File: config.mk
export PLATFORM = sky130hd
export DESIGN_NAME = alu_result_fifo
export DESIGN_NICKNAME = d
export VERILOG_FILES = /design/src/rtl/alu_result_fifo.sv
export SDC_FILE = /design/constraint.sdc
export NUM_CORES = 1
export LEC_CHECK = 0
export CAP_MARGIN = 20
export CELL_PAD_IN_SITES_DETAIL_PLACEMENT = 2
export CELL_PAD_IN_SITES_GLOBAL_PLACEMENT = 2
export CORE_MARGIN = 4
export CORE_UTILIZATION = 39
export DETAILED_ROUTE_END_ITERATION = 7
export PLACE_DENSITY = 0.83
export SYNTH_ARGS = -nofsm -noshare
export SYNTH_HDL_FRONTEND = slang
export SYNTH_SLANG_ARGS = --single-unit
File: constraint.sdc
create_clock -name i_clk -period 2.7 [get_ports i_clk]
set_input_delay 0.54 -clock i_clk [delete_from_list [all_inputs] [get_ports i_clk]]
set_output_delay 0.54 -clock i_clk [all_outputs]
set_load 0.05 [all_outputs]
File: src/rtl/alu_result_fifo.sv
// Purpose: collect registered ALU results {overflow, data} into a DEPTH-entry FIFO for a valid/ready consumer.
// Latency: an entry pushed at edge N is presented after edge N; there is no empty-bypass path from the inputs.
// Backpressure: none upstream; a result arriving while the FIFO is full with no pop is dropped and flagged on o_drop.
// Optional statistics counters are built when ALU_RESULT_FIFO_STATS_EN is defined.
module alu_result_fifo #(
    parameter int DEPTH  = 8,
    parameter int DATA_W = 12,
    parameter int CNT_W  = 8
) (
    input  logic                       i_clk,
    input  logic                       i_rst_n,
    input  logic                       i_clr,
    input  logic                       i_valid,
    input  logic [DATA_W-1:0]          i_data,
    input  logic                       i_overflow,
    output logic                       o_valid,
    output logic [DATA_W-1:0]          o_data,
    output logic                       o_overflow,
    input  logic                       i_ready,
    output logic [$clog2(DEPTH):0]     o_count,
    output logic                       o_full,
    output logic                       o_empty,
    output logic                       o_drop
`ifdef ALU_RESULT_FIFO_STATS_EN
    ,
    output logic [CNT_W-1:0]           o_ovf_cnt,
    output logic [CNT_W-1:0]           o_drop_cnt
`endif
);

    localparam int PW = $clog2(DEPTH);
    localparam int CW = PW + 1;

    // Reject parameter sets the pointer arithmetic cannot handle.
    if (DEPTH < 2 || (DEPTH & (DEPTH - 1)) != 0 || CNT_W < 1) begin : g_param_check
        $error("alu_result_fifo: DEPTH must be a power of two >= 2 and CNT_W >= 1");
    end

    logic [DATA_W:0]  mem [DEPTH];
    logic [PW-1:0]    wr_ptr;
    logic [PW-1:0]    rd_ptr;
    logic [CW-1:0]    count;
    logic             push;
    logic             pop;
    logic             drop_nxt;

    // Status comes from the registered count only, so the outputs never see i_valid/i_data directly.
    assign o_count  = count;
    assign o_full   = (count == CW'(DEPTH));
    assign o_empty  = (count == '0);
    assign o_valid  = !o_empty;

    // When full, a same-cycle pop frees the head slot, which equals wr_ptr and is reused by the push.
    assign pop      = o_valid && i_ready;
    assign push     = i_valid && (!o_full || pop);
    assign drop_nxt = i_valid && o_full && !pop;

    // Head entry is forced to zero whenever nothing valid is presented.
    assign o_data     = o_valid ? mem[rd_ptr][DATA_W-1:0] : '0;
    assign o_overflow = o_valid && mem[rd_ptr][DATA_W];

    // Storage is not reset; contents are only meaningful behind a nonzero count.
    always_ff @(posedge i_clk) begin
        if (push && !i_clr) begin
            mem[wr_ptr] <= {i_overflow, i_data};
        end
    end

    // Pointers, occupancy and the drop pulse; a flush overrides any same-cycle push or pop.
    always_ff @(posedge i_clk or negedge i_rst_n) begin
        if (!i_rst_n) begin
            wr_ptr <= '0;
            rd_ptr <= '0;
            count  <= '0;
            o_drop <= 1'b0;
        end else if (i_clr) begin
            wr_ptr <= '0;
            rd_ptr <= '0;
            count  <= '0;
            o_drop <= 1'b0;
        end else begin
            o_drop <= drop_nxt;
            if (push) begin
                wr_ptr <= wr_ptr + PW'(1);
            end
            if (pop) begin
                rd_ptr <= rd_ptr + PW'(1);
            end
            case ({push, pop})
                2'b10:   count <= count + CW'(1);
                2'b01:   count <= count - CW'(1);
                default: count <= count;
            endcase
        end
    end

`ifdef ALU_RESULT_FIFO_STATS_EN
    // Saturating event counters: overflowed results accepted, and results dropped.
    always_ff @(posedge i_clk or negedge i_rst_n) begin
        if (!i_rst_n) begin
            o_ovf_cnt  <= '0;
            o_drop_cnt <= '0;
        end else if (i_clr) begin
            o_ovf_cnt  <= '0;
            o_drop_cnt <= '0;
        end else begin
            if (push && i_overflow && (o_ovf_cnt != '1)) begin
                o_ovf_cnt <= o_ovf_cnt + CNT_W'(1);
            end
            if (drop_nxt && (o_drop_cnt != '1)) begin
                o_drop_cnt <= o_drop_cnt + CNT_W'(1);
            end
        end
    end
`endif

endmodule

==> results of run 1 <==
==> final timing paths <==
check                            from          to  slack [ns]  cells past startpoint
setup / recovery            rd_ptr[0]  o_data[11]        0.11                      5
setup reg to reg           o_count[1]  o_count[3]        0.15                      8
max in group asynchronous     i_rst_n  o_count[1]        1.79                      1
hold reg to reg            o_count[2]  o_count[2]        0.70                      2
hold / removal                i_rst_n   wr_ptr[2]        0.50                      1
min in group i_clk         o_count[2]  o_count[2]        0.70                      2
==> routing by layer <==
metal / part of all wire / track usage / wire length (um) / vias up
met5: 0 / 0 / 0 / -
met4: 0.025 / 0.08059 / 312 / 0
met3: 0.035 / 0.04871 / 440 / 23
met2: 0.53 / 0.3333 / 6707 / 67
met1: 0.41 / 0.2287 / 5093 / 1425
li1: - / - / - / 1146
==> critical path: cells and delay by family, from the launching register on <==
kind,cells,cell delay [ns]
flip-flops,1,0.39
buffers and inverters,2,0.41
AND/OR/NAND/NOR,1,0.07
multiplexers,2,0.75
==> power breakdown <==
part           leakage, nW  total (mW)  switching [mW]  internal (mW)
Clock                0.274        2.11           0.723           1.39
Sequential            1.09        2.11          0.0863           2.03
Combinational        0.662        2.56            1.62          0.943
Total                 2.02        6.79            2.43           4.36
==> logic make-up (layout without fill, tap and decap cells) <==
kind of cell	Yosys count	after routing
buffers and inverters	15	94
muxes	40	40
AOI/OAI and AO/OA	17	17
and+or+nand+nor	55	55
xor gates and xnor gates	6	6
DFF	115	115
adders and majority gates	5	5
==> layout make-up <==
type                    count  area (um^2)  share of cell area
well taps                 143        178.9             0.02987
flip-flops and latches    115         3401              0.5678
multi-input cells         123         1300              0.2170
clock inverters             7        82.58             0.01379
repair buffers             59        528.0             0.08816
inverters                   3        23.77            0.003969
clock buffers              25        475.5             0.07938
==> state kept, by name, indices dropped and copies added, names as in the netlist <==
signal   flops
mem        104
o_count      4
o_drop       1
rd_ptr       3
wr_ptr       3
==> cell usage in the layout (no fill, tap or decap), drive strengths merged, types with 3 or more instances in the layout <==
master,count
edfxtp,104
buf,36
mux4,26
clkbuf,25
clkdlybuf4s50,22
nor2,22
mux2i,14
dfrtp,11
nand2,6
clkinv,6
nor3,5
nand2b,4
nand3,4
a21oi,4
xor2,4
ha,4
o21a,3
nor4,3
==> stage by stage <==
step | instances | util
4_1_cts | 475 | 0.5125
6_report | 475 | 0.5136
3_5_place_dp | 443 | 0.4644
3_3_place_gp | 443 | 0.4644
2_1_floorplan | 253 | -
5_1_grt | 475 | 0.5136
==> repair_timing <==
action                                 4_1_cts  5_1_grt
gates resized for setup                      2        3
endpoints found under the hold margin        0        0
setup endpoints to repair                    4        4
==> run_results.csv, run 1 <==
group,metric,value,unit
placement,gp_congestion,0.8084,
route,drc,0,
sta,fin_skew,0.009454,ns
floorplanning,die_w,118.2,um
global_routing,grt_overflow_total,0,
worst_setup_path,end_kind,"output pin",
route,wire_per_inst,26.43,um
sta,worstMarginPinSlew,0.8293,ns
clock_tree,insertion_delay,0.41,ns
route,drt_iter0_drc,170,
layout,final_cell_area,5989,um^2
route,vias,2661,
clock_tree,cts-root-buf,"clkbuf_16",
logic_synthesis,syn-instance-count,253,
route,vias_per_cell,5.602,
route,routed_wl,12550,um
logic_synthesis,synth.area.top_cells,"edfxtp_1, mux4_2, dfrtp_1",
clock_tree,cts-htree-levels,4,
sta,fin_ws,0.1118,ns
floorplanning,start_util,0.4061,
pwr,leakagePower,2.022,nW
logic_synthesis,synth_simple_gate_area_frac,0.05839,
worst_setup_path,slowest_delay,0.52,ns
sta,rsz0062_at_grt,"false",
worst_setup_path,cp.arrival,2.05,ns
logic_synthesis,syn-num-nets,275,
clock_tree,cts.path.max_buffers,2,
layout,area_delta_synth_final,26.47,%
logic_synthesis,synth_xor_area_frac,0.01110,
worst_setup_path,crit_path_max_fanout,13,
logic_synthesis,synth_commonest_cells,"edfxtp_1, mux4_2, nor2_1, mux2i_1, dfrtp_1",
clock_tree,clk_pin_slew_worst_paths,0.05,ns
sta,fin_setup_tns,0,ns
logic_synthesis,ys_types,39,
logic_synthesis,synth_top_area_frac,0.6594,
layout,final_layout_size_suffix_gt1_frac,0.3223,
layout,fillCellCount,1010,
run,max-cap-violations,0,
worst_setup_path,crit_required,2.16,ns
sta,period_needed,2.588,ns
floorplanning,die_h,118.2,um
layout,antenna_cells,0,
logic_synthesis,synth-async-reset-ratio,0.09565,
clock_tree,postCtsSetupBuffers,0,
sta,hold_viol,0,
logic_synthesis,synth_edf_count,104,
sta,slew_headroom,0.4471,
placement,dp_hpwl,8371,um
logic_synthesis,synth_top_family_by_area,"multiplexers",
layout,nets,341,
worst_setup_path,cp_cell_sequence,"buf_6 > mux4_2 > mux2i_1 > nor2_1 > buf_4",
clock_tree,cts_tree,"built",
placement,port_buffers,38,
floorplanning,num_rows,39,
logic_synthesis,yosysMostFrequentCell,"edfxtp_1",
logic_synthesis,synthAdderAreaFrac,0.01268,
logic_synthesis,synth_compound_area_frac,0.02827,
sta,setup_violations,0,
sta,maxSlewViolCount,0,
global_routing,track_usage,0.1924,
logic_synthesis,synth_area,4736,um^2
global_routing,antenna_found_initial,0,
worst_setup_path,cp_slowest_cell,"mux4_2",
logic_synthesis,yosysSeqAreaShare,0.7176,
logic_synthesis,synth_mux_area_frac,0.1532,
route,drtAntennaViolNets,0,
logic_synthesis,yosys.area.top_type,"edfxtp_1",
clock_tree,numCtsBuffers,17,
floorplanning,io_pins,39,
global_routing,grt_pass1_wl,19440,um
run_status,status,"complete, no violations",
clock_tree,cts.sinks,115,
route,drtPass1Iterations,4,
logic_synthesis,synth_ff_type,"edfxtp_1",
min_path,hp-class,"input pin to asynchronous set/reset pin",
pwr,irDropWorstVdd,0.5179,mV
pwr,cellPowerDensity,1133,nW/um^2
global_routing,grt_start_max_net_pins,29,
placement,placed_cell_area,5416,um^2
sta,fmax,386.4,MHz
clock_tree,postCtsHoldBufs,0,
sta,period_share,0.9586,
worst_setup_path,crit_type,"flip-flop to output pin",
placement,post-place-ws,0.05021,ns
floorplanning,dieArea,13970,um^2
logic_synthesis,syn_area_per_cell,18.72,um^2
logic_synthesis,yosysWarnings,0,
sta,whs,0.5021,ns
global_routing,grt_pass1_vias,3011,
pwr,power,6.787,mW
floorplanning,core_area,11660,um^2
worst_setup_path,crit_path_start_kind,"flip-flop",
logic_synthesis,ys_seq_elements,115,
Note: power is estimated with default switching activity, not from simulation.
==> inputs of run 2 (changes only) <==
- CAP_MARGIN: 20 -> 15
- HOLD_SLACK_MARGIN: unset -> 0.02
==> results of run 2 <==
Same layout as run 1: the final DEF is identical, and so are final timing and power.
==> inputs of run 3 (changes only) <==
- SETUP_SLACK_MARGIN: unset -> 0.15
==> run_results.csv, run 3 (synthesis results as in run 1) <==
group,metric,value,unit
floorplanning,start_util,0.4061,
layout,layout_commonest_cell,"edfxtp_1",
worst_setup_path,cp.arrival,2.08,ns
placement,dp_hpwl,8199,um
worst_setup_path,end_kind,"output pin",
global_routing,grt_overflow_total,0,
floorplanning,dieArea,13970,um^2
clock_tree,postCtsHoldBufs,0,
sta,period_share,0.9686,
sta,slew_headroom,0.6151,
layout,nets,349,
worst_setup_path,crit_required,2.16,ns
global_routing,grt_start_max_net_pins,29,
worst_setup_path,cp-startpoint,"rd_ptr[0]",
placement,place_inst,443,
route,drc,0,
worst_setup_path,cp.buffers_inverters,4,
clock_tree,cts_tree,"built",
worst_setup_path,path_delay_family,"multiplexers",
worst_setup_path,ff2ff_path_depth,8,
layout,final_cell_mix,"edfxtp_1, mux4_2, clkdlybuf4s50_1, buf_4, clkbuf_16",
worst_setup_path,r2r_start,"o_count[0]",
worst_setup_path,crit_cells,7,
global_routing,antenna_found_initial,0,
layout,largest_register_ffs,104,
worst_setup_path,cp_cell_sequence,"buf_12 > buf_12 > buf_16 > mux4_2 > mux2i_2 > nor2_2 > buf_6",
pwr,cellPowerDensity,1190,nW/um^2
floorplanning,die_h,118.2,um
sta,fin_skew,0.008619,ns
floorplanning,die_w,118.2,um
floorplanning,io_pins,39,
layout,top_register,"mem",
route,drtAntennaViolNets,0,
route,wire_per_inst,27.57,um
floorplanning,num_rows,39,
route,vias,2707,
layout,antenna_cells,0,
worst_setup_path,crit_path_max_fanout,6,
sta,worstMarginPinSlew,0.5773,ns
placement,gp_congestion,0.7783,
pwr,leakagePower,2.154,nW
worst_setup_path,crit_path_start_kind,"flip-flop",
layout,area_delta_synth_final,34.19,%
clock_tree,clk_pin_slew_worst_paths,0.06,ns
min_path,hp-class,"input pin to asynchronous set/reset pin",
sta,maxSlewViolCount,0,
sta,period_needed,2.615,ns
sta,setup_violations,0,
layout,final_layout_size_suffix_gt1_frac,0.3941,
placement,port_buffers,38,
global_routing,track_usage,0.2040,
sta,hold_viol,0,
worst_setup_path,critPathMostFrequentCell,"buf_12",
route,vias_per_cell,5.605,
clock_tree,cts.sinks,115,
clock_tree,cts.path.max_buffers,2,
pwr,power,7.563,mW
clock_tree,cts-root-buf,"clkbuf_16",
worst_setup_path,cp_slowest_cell,"mux4_2",
run,max-cap-violations,0,
worst_setup_path,slowest_delay,0.44,ns
sta,rsz0062_at_grt,"true",
run_status,status,"complete, no violations",
pwr,irDropWorstVdd,0.7728,mV
worst_setup_path,crit_type,"flip-flop to output pin",
global_routing,grt_pass1_vias,3099,
global_routing,grt_pass1_wl,20510,um
route,routed_wl,13320,um
route,drt_iter0_drc,193,
clock_tree,cts-htree-levels,4,
clock_tree,numCtsBuffers,17,
clock_tree,insertion_delay,0.42,ns
layout,stdcell_count,483,
sta,fmax,382.4,MHz
route,drtPass1Iterations,4,
floorplanning,core_area,11660,um^2
==> run 3: changes by cell type in the layout (fill, tap and decap cells not counted), moves of 3 or more <==
cell        change
buf_4          -13
buf_12          +6
clkinvlp_4      +4
buf_6          +12
nor2_1          -3
mux2i_2         +4
mux2i_1         -5
clkbuf_1        -5
bufinv_16       +3
==> run 3: final timing paths <==
kind | endpoint | slack [ns]
min reg2reg | o_count[2] | 0.69
max in group asynchronous | o_count[0] | 1.80
min in group i_clk | o_count[2] | 0.69
min | rd_ptr[1] | 0.49
max | o_data[10] | 0.08
max reg2reg | o_count[3] | 0.32
==> run 3: worst reg2reg max path, cell delays in order (launching register included) <==
cell	delay [ns]
dfrtp_2	0.48
or4_4	0.63
nand2_2	0.16
inv_1	0.07
ha_1	0.35
o21a_1	0.14
nor3_2	0.13
mux2i_1	0.21
o22ai_1	0.10
==> run 3: timing repair <==
item                                    CTS  global route
endpoints found under the setup margin   14            14
pin swaps                                 1             1
resized for setup                        21             9
cloned                                    2             0
buffers inserted                          4             2
==> run 3: cell type report <==
type                       instances  area (um^2)
clock buffer                      19        442.9
clock inverter                    13        207.7
fill                            1001         5308
inverter                           3        23.77
multi-input combinational        123         1348
sequential                       115         3402
tap                              143        178.9
timing repair buffer              67        752.0
==> run 3: stage by stage <==
step                      TNS [ns]  setup WS (ns)    util  hold slack (ns)  instance area (um^2)
after floorplan             -1.474       -0.05673       -           0.2444                  4781
after global placement           0         0.2814  0.4695           0.6539                  5475
after detailed placement         0         0.1619  0.4695           0.6773                  5475
after CTS                        0        0.06574  0.5405           0.4897                  6304
after global routing      -0.02968       -0.02134  0.5449           0.5121                  6355
final                            0        0.08475  0.5449           0.4888                  6355
==> run 3: routing by layer <==
layer	part of all wire	GRT usage	vias up
met5	0	0	-
met4	0.020	0.07326	0
met3	0.031	0.05444	14
met2	0.54	0.3537	66
met1	0.41	0.2458	1467
li1	-	-	1160
==> run 3: power breakdown <==
group	leakage (nW)	switching, mW	internal, mW
logic	0.764	1.74	1.23
clock network	0.306	0.807	1.66
registers	1.08	0.0967	2.02
total	2.15	2.65	4.92
